### src/rtl/entropy_pkg.sv
// rtl/entropy_pkg.sv - shared types and response packing for the entropy poll slave
package entropy_pkg;

  localparam int ES_SEED_W = 16;

  typedef enum logic [1:0] {
    OPST_BIST = 2'b00,
    OPST_WAIT = 2'b01,
    OPST_ES16 = 2'b10,
    OPST_DEAD = 2'b11
  } opst_t;

  typedef enum logic [1:0] {
    ES_BIST,
    ES_RUN,
    ES_DEAD
  } es_state_t;

  function automatic logic [31:0] pack_resp(opst_t opst, logic [ES_SEED_W-1:0] seed);
    return {opst, 14'b0, seed};
  endfunction

endpackage

### src/rtl/entropy_seed_fifo.sv
// rtl/entropy_seed_fifo.sv - seed FIFO with wrap-bit pointers and flush
module entropy_seed_fifo #(
  parameter int WIDTH = 16,
  parameter int DEPTH = 4
) (
  input  logic             clk_i,
  input  logic             resetn_i,
  input  logic             push_i,
  input  logic [WIDTH-1:0] data_i,
  input  logic             pop_i,
  input  logic             flush_i,
  output logic [WIDTH-1:0] data_o,
  output logic             full_o,
  output logic             empty_o
);

  localparam int AW = $clog2(DEPTH);

  logic [AW:0]      wr_ptr_q, wr_ptr_d;
  logic [AW:0]      rd_ptr_q, rd_ptr_d;
  logic [WIDTH-1:0] mem_q [DEPTH];
  logic             do_push, do_pop;

  assign empty_o = (wr_ptr_q == rd_ptr_q);
  assign full_o  = (wr_ptr_q[AW] != rd_ptr_q[AW]) && (wr_ptr_q[AW-1:0] == rd_ptr_q[AW-1:0]);
  assign data_o  = mem_q[rd_ptr_q[AW-1:0]];
  assign do_pop  = pop_i && !empty_o;
  // A pop in the same cycle frees the slot a full FIFO is pushing into.
  assign do_push = push_i && (!full_o || do_pop);

  always_comb begin
    wr_ptr_d = wr_ptr_q;
    rd_ptr_d = rd_ptr_q;
    if (flush_i) begin
      rd_ptr_d = wr_ptr_q;
    end else begin
      if (do_push) wr_ptr_d = wr_ptr_q + 1'b1;
      if (do_pop)  rd_ptr_d = rd_ptr_q + 1'b1;
    end
  end

  always_ff @(posedge clk_i) begin
    if (!resetn_i) begin
      wr_ptr_q <= '0;
      rd_ptr_q <= '0;
    end else begin
      wr_ptr_q <= wr_ptr_d;
      rd_ptr_q <= rd_ptr_d;
    end
  end

  always_ff @(posedge clk_i) begin
    if (do_push && !flush_i) mem_q[wr_ptr_q[AW-1:0]] <= data_i;
  end

endmodule

### src/rtl/entropy_poll_slave.sv
// rtl/entropy_poll_slave.sv - memory-mapped pollentropy source: noise collection,
// repetition-count health test, seed buffering and single-outstanding bus responder
module entropy_poll_slave
  import entropy_pkg::*;
#(
  parameter logic [31:0] POLLENTROPY_PADDR = 32'h7000_0000,
  parameter int          FIFO_DEPTH        = 4,
  parameter int          BIST_CYCLES       = 64,
  parameter int          RCT_CUTOFF        = 32
) (
  input  logic        g_clk,
  input  logic        g_resetn,
  input  logic        noise_valid,
  input  logic        noise_bit,
  input  logic        mem_req,
  output logic        mem_gnt,
  input  logic        mem_wen,
  input  logic [3:0]  mem_strb,
  input  logic [31:0] mem_wdata,
  input  logic [31:0] mem_addr,
  output logic        mem_recv,
  input  logic        mem_ack,
  output logic        mem_error,
  output logic [31:0] mem_rdata,
  output logic        es_dead
);

  localparam int BW = $clog2(BIST_CYCLES + 1);
  localparam int RW = $clog2(RCT_CUTOFF + 1);

  es_state_t            state_q, state_d;
  logic [BW-1:0]        bist_cnt_q, bist_cnt_d;
  logic [3:0]           bit_cnt_q, bit_cnt_d;
  logic [ES_SEED_W-2:0] sreg_q, sreg_d;
  logic [RW-1:0]        run_q, run_d;
  logic                 last_q, last_d;
  logic                 pending_q, pending_d;
  logic                 err_q, err_d;
  logic [31:0]          rdata_q, rdata_d;
  logic                 dead_q;
  logic                 rct_fail;
  logic                 fifo_push, fifo_pop, fifo_flush, fifo_full, fifo_empty;
  logic [ES_SEED_W-1:0] fifo_head;
  logic                 unused_bus;

  assign unused_bus = ^{mem_strb, mem_wdata};

  assign mem_gnt   = mem_req && !pending_q;
  assign mem_recv  = pending_q;
  assign mem_error = err_q;
  assign mem_rdata = rdata_q;
  assign es_dead   = dead_q;

  always_comb begin
    state_d    = state_q;
    bist_cnt_d = bist_cnt_q;
    bit_cnt_d  = bit_cnt_q;
    sreg_d     = sreg_q;
    run_d      = run_q;
    last_d     = last_q;
    pending_d  = pending_q;
    err_d      = err_q;
    rdata_d    = rdata_q;
    fifo_pop   = 1'b0;
    fifo_push  = 1'b0;
    rct_fail   = 1'b0;

    // Response is built from pre-edge state so a same-cycle push or RCT failure is not seen.
    if (pending_q && mem_ack) begin
      pending_d = 1'b0;
      err_d     = 1'b0;
      rdata_d   = '0;
    end else if (mem_gnt) begin
      pending_d = 1'b1;
      if (mem_wen || (mem_addr != POLLENTROPY_PADDR)) begin
        err_d   = 1'b1;
        rdata_d = '0;
      end else begin
        err_d = 1'b0;
        case (state_q)
          ES_DEAD: rdata_d = pack_resp(OPST_DEAD, '0);
          ES_RUN: begin
            if (fifo_empty) begin
              rdata_d = pack_resp(OPST_WAIT, '0);
            end else begin
              rdata_d  = pack_resp(OPST_ES16, fifo_head);
              fifo_pop = 1'b1;
            end
          end
          default: rdata_d = pack_resp(OPST_BIST, '0);
        endcase
      end
    end

    if (noise_valid && (state_q != ES_DEAD)) begin
      sreg_d    = {sreg_q[ES_SEED_W-3:0], noise_bit};
      bit_cnt_d = bit_cnt_q + 4'd1;
      fifo_push = (bit_cnt_q == 4'hF) && (state_q == ES_RUN) && (!fifo_full || fifo_pop);
      if (noise_bit != last_q) begin
        run_d = RW'(1);
      end else if (run_q != RW'(RCT_CUTOFF)) begin
        run_d = run_q + RW'(1);
      end
      last_d   = noise_bit;
      rct_fail = (run_d == RW'(RCT_CUTOFF));
    end

    case (state_q)
      ES_BIST: begin
        if (rct_fail) begin
          state_d = ES_DEAD;
        end else if (bist_cnt_q == BW'(BIST_CYCLES - 1)) begin
          state_d = ES_RUN;
        end else begin
          bist_cnt_d = bist_cnt_q + BW'(1);
        end
      end
      ES_RUN: if (rct_fail) state_d = ES_DEAD;
      default: ;
    endcase
  end

  assign fifo_flush = (state_d == ES_DEAD);

  always_ff @(posedge g_clk) begin
    if (!g_resetn) begin
      state_q    <= ES_BIST;
      bist_cnt_q <= '0;
      bit_cnt_q  <= '0;
      sreg_q     <= '0;
      run_q      <= '0;
      last_q     <= 1'b0;
      pending_q  <= 1'b0;
      err_q      <= 1'b0;
      rdata_q    <= '0;
      dead_q     <= 1'b0;
    end else begin
      state_q    <= state_d;
      bist_cnt_q <= bist_cnt_d;
      bit_cnt_q  <= bit_cnt_d;
      sreg_q     <= sreg_d;
      run_q      <= run_d;
      last_q     <= last_d;
      pending_q  <= pending_d;
      err_q      <= err_d;
      rdata_q    <= rdata_d;
      dead_q     <= (state_d == ES_DEAD);
    end
  end

  entropy_seed_fifo #(
    .WIDTH (ES_SEED_W),
    .DEPTH (FIFO_DEPTH)
  ) u_fifo (
    .clk_i    (g_clk),
    .resetn_i (g_resetn),
    .push_i   (fifo_push),
    .data_i   ({sreg_q, noise_bit}),
    .pop_i    (fifo_pop),
    .flush_i  (fifo_flush),
    .data_o   (fifo_head),
    .full_o   (fifo_full),
    .empty_o  (fifo_empty)
  );

endmodule
### config.mk
export PLATFORM = sky130hd
export DESIGN_NAME = entropy_poll_slave
export DESIGN_NICKNAME = d
export VERILOG_FILES = /design/src/rtl/entropy_pkg.sv /design/src/rtl/entropy_seed_fifo.sv /design/src/rtl/entropy_poll_slave.sv
export SDC_FILE = /design/constraint.sdc
export NUM_CORES = 1
export LEC_CHECK = 0
export CORE_MARGIN = 4
export CORE_UTILIZATION = 29
export DETAILED_ROUTE_END_ITERATION = 7
export SLEW_MARGIN = 30
export SYNTH_ARGS = -nofsm -noshare
export SYNTH_HDL_FRONTEND = slang
export SYNTH_SLANG_ARGS = --single-unit
### constraint.sdc
create_clock -name g_clk -period 5.69 [get_ports g_clk]
set_input_delay 1.138 -clock g_clk [delete_from_list [all_inputs] [get_ports g_clk]]
set_output_delay 1.138 -clock g_clk [all_outputs]
set_load 0.005 [all_outputs]
* Word-level counts from Yosys, hierarchy flattened *
Memory sizes are Yosys's and may differ from the RTL's. A register that Yosys moved wholly into a read port is not among the register bits.
Index checks and enable logic that the tools add are counted.

cells by class
  $add $sub $neg = 5
  equality and inequality tests = 13
  multiplexer cells = 24
  bitwise gates (word level) = 4
  reduce and logical (&&, ||, !) cells = 21

operator list
  cell                                              number
  2-to-1 mux 32 bit                                 2
  one-hot mux 32 bit (2 select lines)               1
  != test 32 x 31 -> 1 bit (second input constant)  1
  2-to-1 mux 6 bit                                  3
  2-to-1 mux 1 bit                                  10
  2-to-1 mux 2 bit                                  5
  logical AND 1 bit                                 9
  adder 7 x 1 -> 7 bit (second input constant)      1
  == test 7 x 6 -> 1 bit (second input constant)    1
  adder 3 x 1 -> 3 bit (second input constant)      2
  adder 6 x 1 -> 6 bit (second input constant)      1
  == test 6 bit (second input constant)             1
  2-to-1 mux 3 bit                                  2
  != test 6 bit (second input constant)             1
  adder 4 x 1 -> 4 bit (second input constant)      1
  == test 2 bit (second input constant)             2
  == test 4 bit (second input constant)             1
  logical NOT 1 bit                                 4
  inverter 1 bit                                    4
  one-hot mux 2 bit (2 select lines)                1
  == test 3 bit                                     1
  logical OR 1 bit                                  3
  AND reduction 3 bit                               1
  == test 2 x 1 -> 1 bit (second input constant)    1
  other kinds (7)                                   8

word-level totals
  flip-flop bits (word level) = 76
  bits in writable memories = 64
  bits of input ports = 75
  output and inout port bits = 36
  word-level logic and storage cells = 80
  memories kept = 1

memory list
  memory        words  width  read ports  clocked after memory_dff  write ports  RTL line                 RTL
  u_fifo.mem_q  4      16     1           1                         1            entropy_seed_fifo.sv:21  logic [WIDTH-1:0] mem_q [DEPTH];

* Longest topological paths before layout *
Gate-level depths: netlist (run 1).

  depth in word-level cells = 13
  depth in mapped cells = 10
  mapped depth without buffers = 8

* Modules after synthesis *
A second synthesis (run 1) with hierarchy kept.

second synthesis, totals
  cells, all modules = 448
  area total of the unflattened synthesis = 5520.3 µm²

modules (own cells, without submodules)
  module              instances  cells each  area each (µm²)
  entropy_seed_fifo   1          135         2808.9
  entropy_poll_slave  1          313         2711.4

* Worst setup path before layout (run 1) *
Ideal clock, no wire load.

  path kind = input -> register
  start = input port mem_addr[31]
  end = memory u_fifo.mem_q[0][0] (enable)
  arrival time = 2.963 ns
  setup slack = 2.353 ns
  stages = 6
  cells stage by stage = nor4bb_1 > nand4_1 > nor4_4 > nor2_2 > nor4_4 > and2_1

between the ends
  cells in the longest elaborated chain, start to end = 12
  elaborated cells between the ends (all ways) = 14

RTL lines
  item                                        RTL line                  RTL
  start: declaration                          entropy_poll_slave.sv:20  input logic [31:0] mem_addr,
  != test 32 x 31 -> 1 bit (*)                entropy_poll_slave.sv:75  if (mem_wen || (mem_addr != POLLENTROPY_PADDR)) begin
  logical OR 1 bit (*)                        entropy_poll_slave.sv:75
  2-to-1 mux 1 bit (*)                        entropy_poll_slave.sv:75
  2-to-1 mux 1 bit (*)                        entropy_poll_slave.sv:73  end else if (mem_gnt) begin
  2-to-1 mux 1 bit (*)                        entropy_poll_slave.sv:69  if (pending_q && mem_ack) begin
  logical OR 1 bit                            entropy_poll_slave.sv:98  fifo_push = (bit_cnt_q == 4'hF) && (state_q == ES_RUN) && (!fifo_full || fifo_pop);
  logical AND 1 bit                           entropy_poll_slave.sv:98
  2-to-1 mux 1 bit                            entropy_poll_slave.sv:95  if (noise_valid && (state_q != ES_DEAD)) begin
  logical AND 1 bit (*)                       entropy_seed_fifo.sv:29   assign do_push = push_i && (!full_o || do_pop);
  logical AND 1 bit (*)                       entropy_seed_fifo.sv:53   if (do_push && !flush_i) mem_q[wr_ptr_q[AW-1:0]] <= data_i;
  2-to-1 mux 1 bit (*)                        entropy_seed_fifo.sv:53
  2-to-1 mux 1 bit (not written as such) (*)  entropy_seed_fifo.sv:53
  end: declaration                            entropy_seed_fifo.sv:21

Every way passes the cells marked *; elsewhere a longest branch is shown, timed or not.

* Worst setup path in the final report (run 1) *
  start = input port mem_addr[3]
  end = memory u_fifo.mem_q[2][6] (enable)

The elaborated chain is that of the path after synthesis.

==> key figures, run 1 <==
Worst hold path
  • Worst hold path class: reg -> reg
  • Hold Crit Depth: 2
  • Hold Startpoint: bist_cnt_q[6]$_SDFFE_PN0P_
  • Hold EP: bist_cnt_q[6]$_SDFFE_PN0P_

Yosys
  • Register area share after synthesis: 0.590
  • Synth Instances: 435
  • Synth top area share: 0.356
  • Most numerous cell in the Yosys netlist: edfxtp_1
  • Top cells by area, synth: edfxtp_1 (36%), dfxtp_1 (23%), mux4_2 (6.7%), nand2_1 (3.8%), ha_1 (2.8%)
  • Mapped Area: 5400 µm²
  • Top cells by count, synth: edfxtp_1 (64), dfxtp_1 (63), nand2_1 (55)
  • Synth Warn #: 0
  • Leading area contributor after synthesis: edfxtp_1
  • Yosys reg bits: 127
  • Syn avg cell area: 12.4 µm²
  • Count of different cell masters after synthesis: 54
  • Asr flop ratio synth: 0
  • Post-synth EDFFs: 64
  • Post-synth top flop: edfxtp_1

Placed design
  • Place WS: 1.34 ns
  • Routability cong.: 0.845
  • Dpl cell area: 6180 µm²
  • Port Buffers: 60
  • Post-DP HPWL: 7300 µm

STA
  • Worst-Margin Slew: 0.903 ns
  • Final hold violation count: 0
  • Slew HR: 0.398
  • Fmax: 0.259 GHz
  • Final worst-path cycle share: 0.678
  • Max Slew Vio Count: 0
  • Setup WS post-layout: 1.83 ns
  • Fin crit period: 3.86 ns
  • Final setup viols: 0
  • Skew final: 0.00585 ns
  • Setup TNS: 0 ns
  • RSZ-0062 raised after global routing: false

CTS
  • CTS Root Cell: clkbuf_16
  • CTS Sinks: 127
  • Hold_buf cts: 0
  • CTS Buf Count: 17
  • # H-tree levels: 4
  • Later-pin clock latency in the skew report: 0.42 ns
  • Reg clk slew, reported paths: 0.05 ns
  • Postcts setup bufs: 0
  • CTS tree: yes
  • Deepest clock path buffer count: 2
  • Post-CTS Resized: 0

Die
  • DIE AREA: 20800 µm²
  • Starting Density: 0.297
  • Die W: 144 µm
  • Core area: 18100 µm²
  • I/O pin total: 111
  • Cell row count: 49
  • Chip height: 144 µm

Setup path
  • R2R depth: 6
  • Worst path cell trace: clkdlybuf4s50_1 -> nor4_1 -> nand4_1 -> nor4_4 -> nor2_2 -> nor4_4 -> and2_1
  • Critical-path top delay cell: and2_1
  • Reg2Reg Setup Slack: 2.36 ns
  • WP data required: 5.73 ns
  • Worst path most repeated cell: nor4_4
  • FF-to-FF End: u_fifo.mem_q[2][6]$_DFFE_PP_
  • CP Buf/Inv Count: 1
  • CP arrival: 3.90 ns
  • CP Launch Point: mem_addr[3]
  • Critical Path End Type: flop
  • Max FO, Critical Path: 16
  • Critical Path Start Type: input pin
  • Critical path class: in -> reg
  • CP delay by family, top: simple AND/OR/NAND/NOR gates
  • Largest stage delay on the critical path: 0.78 ns

Detailed routing
  • DRT Wirelength: 11100 µm
  • Vias: 3465
  • Final ANT Viol Nets: 0
  • Routed wire per std cell: 15.1 µm
  • Drt drc: 0
  • Starting DRT DRC Count: 152
  • 1st-pass router iterations: 5
  • Via/cell ratio: 4.69

GRT
  • First-pass GRT wire length: 18100 µm
  • Largest net degree at the start of global routing: 48
  • Initial antenna violation count: 0
  • GRT Overall Usage: 0.114
  • GRT overflow: 0
  • Vias in the first global route: 3479

Power and ir drop
  • Peak supply drop: 0.155 mV
  • Total power: 2.19 mW
  • PD cells: 321 nW/µm²
  • Leakage Power: 2.30 nW

Layout
  • Area growth from synthesis to layout: 26.1%
  • Final instance area: 6800 µm²
  • Ant diodes: 0
  • Layout cells sized above 1: 0.125
  • Fill count: 1711
  • Layout Nets: 585

Job
  • Max_cap viols: 0

Run status
  • Status: completed
[metal layers]
layer,global-route usage,part of all wire
met4,0.0545,0.020
met5,0,0
met3,0.0367,0.031
met2,0.196,0.52
met1,0.127,0.42
[registers in the layout, summed over array words and instances, names as in the netlist, named ones only]
register / count
mem_recv: 1
bist_cnt_q: 7
u_fifo.rd_ptr_q: 3
u_fifo.mem_q: 64
bit_cnt_q: 4
es_dead: 1
mem_error: 1
run_q: 6
mem_rdata: 18
sreg_q: 15
u_fifo.wr_ptr_q: 3
[cell type report]
cell class,instances,area (µm²),area share
Sequential cell,127,3180,0.468
Inverter,11,41.3,0.00607
Timing Repair Buffer,65,638,0.0938
Tap cell,229,287,0.0421
Multi-Input combinational cell,276,2030,0.298
Clock buffer,18,439,0.0646
Clock inverter,13,185,0.0272
[cell usage in the layout (no fill, tap or decap), types with 6 or more instances in the layout]
| master | instances |
|---|---|
| a21boi_0 | 18 |
| a22oi_1 | 17 |
| and2_1 | 9 |
| clkbuf_16 | 17 |
| clkdlybuf4s50_1 | 60 |
| conb_1 | 14 |
| dfxtp_1 | 63 |
| edfxtp_1 | 64 |
| ha_1 | 12 |
| inv_1 | 10 |
| mux4_2 | 16 |
| nand2_1 | 55 |
| nand3_1 | 11 |
| nor2_1 | 29 |
| nor2b_1 | 6 |
| nor3_1 | 7 |
| nor4_1 | 9 |
| o21ai_0 | 9 |
| xnor2_1 | 7 |
| xor2_1 | 7 |
[how the worst max path moves through the flow]
stage / cells past startpoint / to / slack, ns
floorplan: 6 / u_fifo.mem_q[0][0]$_DFFE_PP_ / 2.35
global placement: 9 / u_fifo.mem_q[0][6]$_DFFE_PP_ / 1.44
detailed placement: 7 / u_fifo.mem_q[1][5]$_DFFE_PP_ / 1.34
CTS: 7 / u_fifo.mem_q[1][1]$_DFFE_PP_ / 1.78
global route: 5 / u_fifo.mem_q[0][1]$_DFFE_PP_ / 1.59
finish: 7 / u_fifo.mem_q[2][6]$_DFFE_PP_ / 1.83
[power by group]
group	total (mW)	switching (mW)	internal, mW
Sequential	0.967	0.00699	0.960
Combinational	0.0840	0.0411	0.0428
Clock	1.13	0.391	0.743
[worst min-delay path, stage by stage, from the launching register on]
cell	delay (ns)
dfxtp_1	0.31
nand2_1	0.05
a21oi_1	0.03
[metrics by stage]
stage                util  instances  hold slack (ns)
detailed placement  0.340        708            0.429
global placement    0.340        708            0.422
global route        0.375        739            0.479
floorplan               -        448            0.412
CTS                 0.375        739            0.437
finish              0.375        739            0.436
[logic make-up (layout without fill, tap and decap cells)]
family / after synthesis / in the layout / synth area share
other: 1 / 14 / 0.000695
XOR/XNOR: 14 / 14 / 0.0227
AND/OR/NAND/NOR: 147 / 147 / 0.137
flip-flops: 127 / 127 / 0.590
buffers and inverters: 45 / 107 / 0.0431
AO/OA/AOI/OAI: 67 / 67 / 0.101
adder cells (fa/ha/maj): 12 / 12 / 0.0278
multiplexers: 22 / 22 / 0.0782
(Power assumes the default switching activity.)
==> inputs of run 2 (changes only) <==
==> constraint.sdc (replaced) <==
create_clock -name g_clk -period 3.2 [get_ports g_clk]
set_input_delay 0.64 -clock g_clk [delete_from_list [all_inputs] [get_ports g_clk]]
set_output_delay 0.64 -clock g_clk [all_outputs]
set_load 0.005 [all_outputs]
==> key figures, run 2 (synthesis results as in run 1) <==
Setup path
  • Critical Path Start Type: input pin
  • Critical Path End Type: flop
  • Largest stage delay on the critical path: 0.45 ns (-0.33 ns)
  • Max FO, Critical Path: 16 (unchanged)
  • Worst path most repeated cell: nor4_4
  • FF-to-FF End: u_fifo.mem_q[3][11]$_DFFE_PP_
  • Critical-path top delay cell: clkdlybuf4s50_1
  • Critical path class: in -> reg
  • R2R depth: 7 (+1)
  • CP arrival: 2.82 ns (-1.08 ns)
  • WP data required: 3.31 ns (-2.42 ns)
  • Reg2Reg Setup Slack: 0.71 ns (-1.65 ns)
  • Worst path cell trace: clkdlybuf4s50_1 -> nor4bb_1 -> nand4_1 -> nor4_4 -> nor2_2 -> nor4_4 -> and2_1 -> buf_12

Placed design
  • Post-DP HPWL: 7530 µm (+3.1%)
  • Routability cong.: 0.837 (-0.98%)
  • Placed cell count: 719 (+1.6%)
  • Port Buffers: 60 (unchanged)
  • Place WS: 0.0613 ns (-1.28 ns)

CTS
  • Reg clk slew, reported paths: 0.05 ns (about the same)
  • CTS Root Cell: clkbuf_16
  • CTS Buf Count: 17 (unchanged)
  • CTS tree: yes
  • Post-CTS Resized: 0 (unchanged)
  • Deepest clock path buffer count: 2 (unchanged)
  • CTS Sinks: 127 (unchanged)
  • Later-pin clock latency in the skew report: 0.41 ns (about the same)
  • Hold_buf cts: 0 (unchanged)
  • # H-tree levels: 4 (unchanged)
  • Postcts setup bufs: 0 (unchanged)

Power and ir drop
  • Total power: 3.65 mW (+67%)
  • PD cells: 534 nW/µm² (+66%)
  • Peak supply drop: 0.252 mV (+62%)
  • Leakage Power: 2.33 nW (+1.1%)

STA
  • Skew final: 0.00725 ns (+0.00140 ns)
  • Setup WS post-layout: 0.491 ns (-1.34 ns)
  • Final hold violation count: 0 (unchanged)
  • Max Slew Vio Count: 0 (unchanged)
  • Setup TNS: 0 ns (unchanged)
  • Slew HR: 0.408 (+0.0103)
  • Fmax: 0.369 GHz
  • Fin crit period: 2.71 ns
  • RSZ-0062 raised after global routing: false
  • Final worst-path cycle share: 0.847
  • Final setup viols: 0 (unchanged)
  • Worst-Margin Slew: 0.887 ns (-0.0167 ns)
  • Hold_ws: 0.434 ns (-0.00166 ns)

Layout
  • Final Non-Filler Cells: 751 (+1.6%)
  • Area growth from synthesis to layout: 26.8%
  • Most frequent cells in the layout: edfxtp_1 (64), dfxtp_1 (63), clkdlybuf4s50_1 (60), nand2_1 (55), nor2_1 (29)
  • Max FFs per register: 64 (unchanged)
  • Layout Nets: 596 (+1.9%)
  • Most common cell after layout, fill and taps aside: edfxtp_1
  • Ant diodes: 0 (unchanged)
  • Layout cells sized above 1: 0.142 (+0.0163)

Detailed routing
  • Final ANT Viol Nets: 0 (unchanged)
  • Drt drc: 0 (unchanged)
  • Via/cell ratio: 4.68 (-0.26%)
  • Routed wire per std cell: 14.8 µm (-1.6%)
  • Vias: 3512 (+1.4%)
  • DRT Wirelength: 11100 µm (about the same)
  • 1st-pass router iterations: 4 (-1)
  • Starting DRT DRC Count: 218 (+43%)

GRT
  • GRT overflow: 0 (unchanged)
  • First-pass GRT wire length: 18400 µm (+1.8%)
  • Vias in the first global route: 3627 (+4.3%)
  • Initial antenna violation count: 0 (unchanged)
  • GRT Overall Usage: 0.114 (+0.000471)
  • Largest net degree at the start of global routing: 47 (-2.1%)

Die
  • Core area: 18100 µm² (unchanged)
  • Chip height: 144 µm (unchanged)
  • Cell row count: 49 (unchanged)
  • Starting Density: 0.297 (unchanged)
  • DIE AREA: 20800 µm² (unchanged)
  • Die W: 144 µm (unchanged)
  • I/O pin total: 111 (unchanged)

Worst hold path
  • Worst hold path class: reg -> reg
  • Hold Crit Depth: 2 (unchanged)
  • Hold Startpoint: bist_cnt_q[6]$_SDFFE_PN0P_
  • Hold EP: bist_cnt_q[6]$_SDFFE_PN0P_

Run status
  • Status: completed

Job
  • Max_cap viols: 0 (unchanged)
run 2: cell count changes in the layout (fill, tap and decap cells not counted):
cell	delta
buf_12	+2
clkinv_1	+1
bufinv_16	-3
clkbuf_1	+1
buf_4	+9
clkinvlp_4	+2
run 2: per-layer routing:
| metal | up-vias | global-route usage | share of wire |
|---|---|---|---|
| met1 | 1711 | 0.129 | 0.41 |
| met5 | - | 0 | 0 |
| met4 | 0 | 0.0442 | 0.015 |
| met2 | 65 | 0.204 | 0.54 |
| met3 | 15 | 0.0324 | 0.035 |
| li1 | 1721 | - | - |
run 2: worst max-delay path by stage:
stage / end / startpoint / cells past startpoint / slack (ns)
finish: u_fifo.mem_q[2][0]$_DFFE_PP_ / mem_addr[30] / 8 / 0.49
global route: u_fifo.mem_q[1][1]$_DFFE_PP_ / mem_addr[3] / 8 / 0.35
CTS: u_fifo.mem_q[2][0]$_DFFE_PP_ / mem_addr[1] / 8 / 0.48
detailed placement: u_fifo.mem_q[2][3]$_DFFE_PP_ / mem_addr[30] / 8 / 0.06
global placement: u_fifo.mem_q[0][6]$_DFFE_PP_ / mem_addr[30] / 8 / 0.08
floorplan: u_fifo.mem_q[0][0]$_DFFE_PP_ / mem_addr[31] / 6 / 0.36
run 2: layout make-up:
class	count	area [µm²]
Clock buffer	19	443
Clock inverter	13	114
Fill cell	1707	11300
Inverter	11	41.3
Multi-Input combinational cell	276	2030
Sequential cell	127	3180
Tap cell	229	287
Timing Repair Buffer	76	746
run 2: report_power, final:
group          internal (mW)  switching (mW)  total (mW)
combinational         0.0781          0.0757       0.154
clock                   1.09           0.692        1.78
sequential              1.71          0.0124        1.72
total                   2.87           0.780        3.65
run 2: critical path: cells and delay by family:
family / cells / cell delay (ns)
buffers and inverters: 2 / 0.62
AND/OR/NAND/NOR: 6 / 1.55
run 2: per-stage QoR:
stage / area (µm²) / util
2_1_floorplan: 5440 / -
3_3_place_gp: 6280 / 0.346
3_5_place_dp: 6280 / 0.346
4_1_cts: 6840 / 0.377
5_1_grt: 6840 / 0.377
6_report: 6840 / 0.377
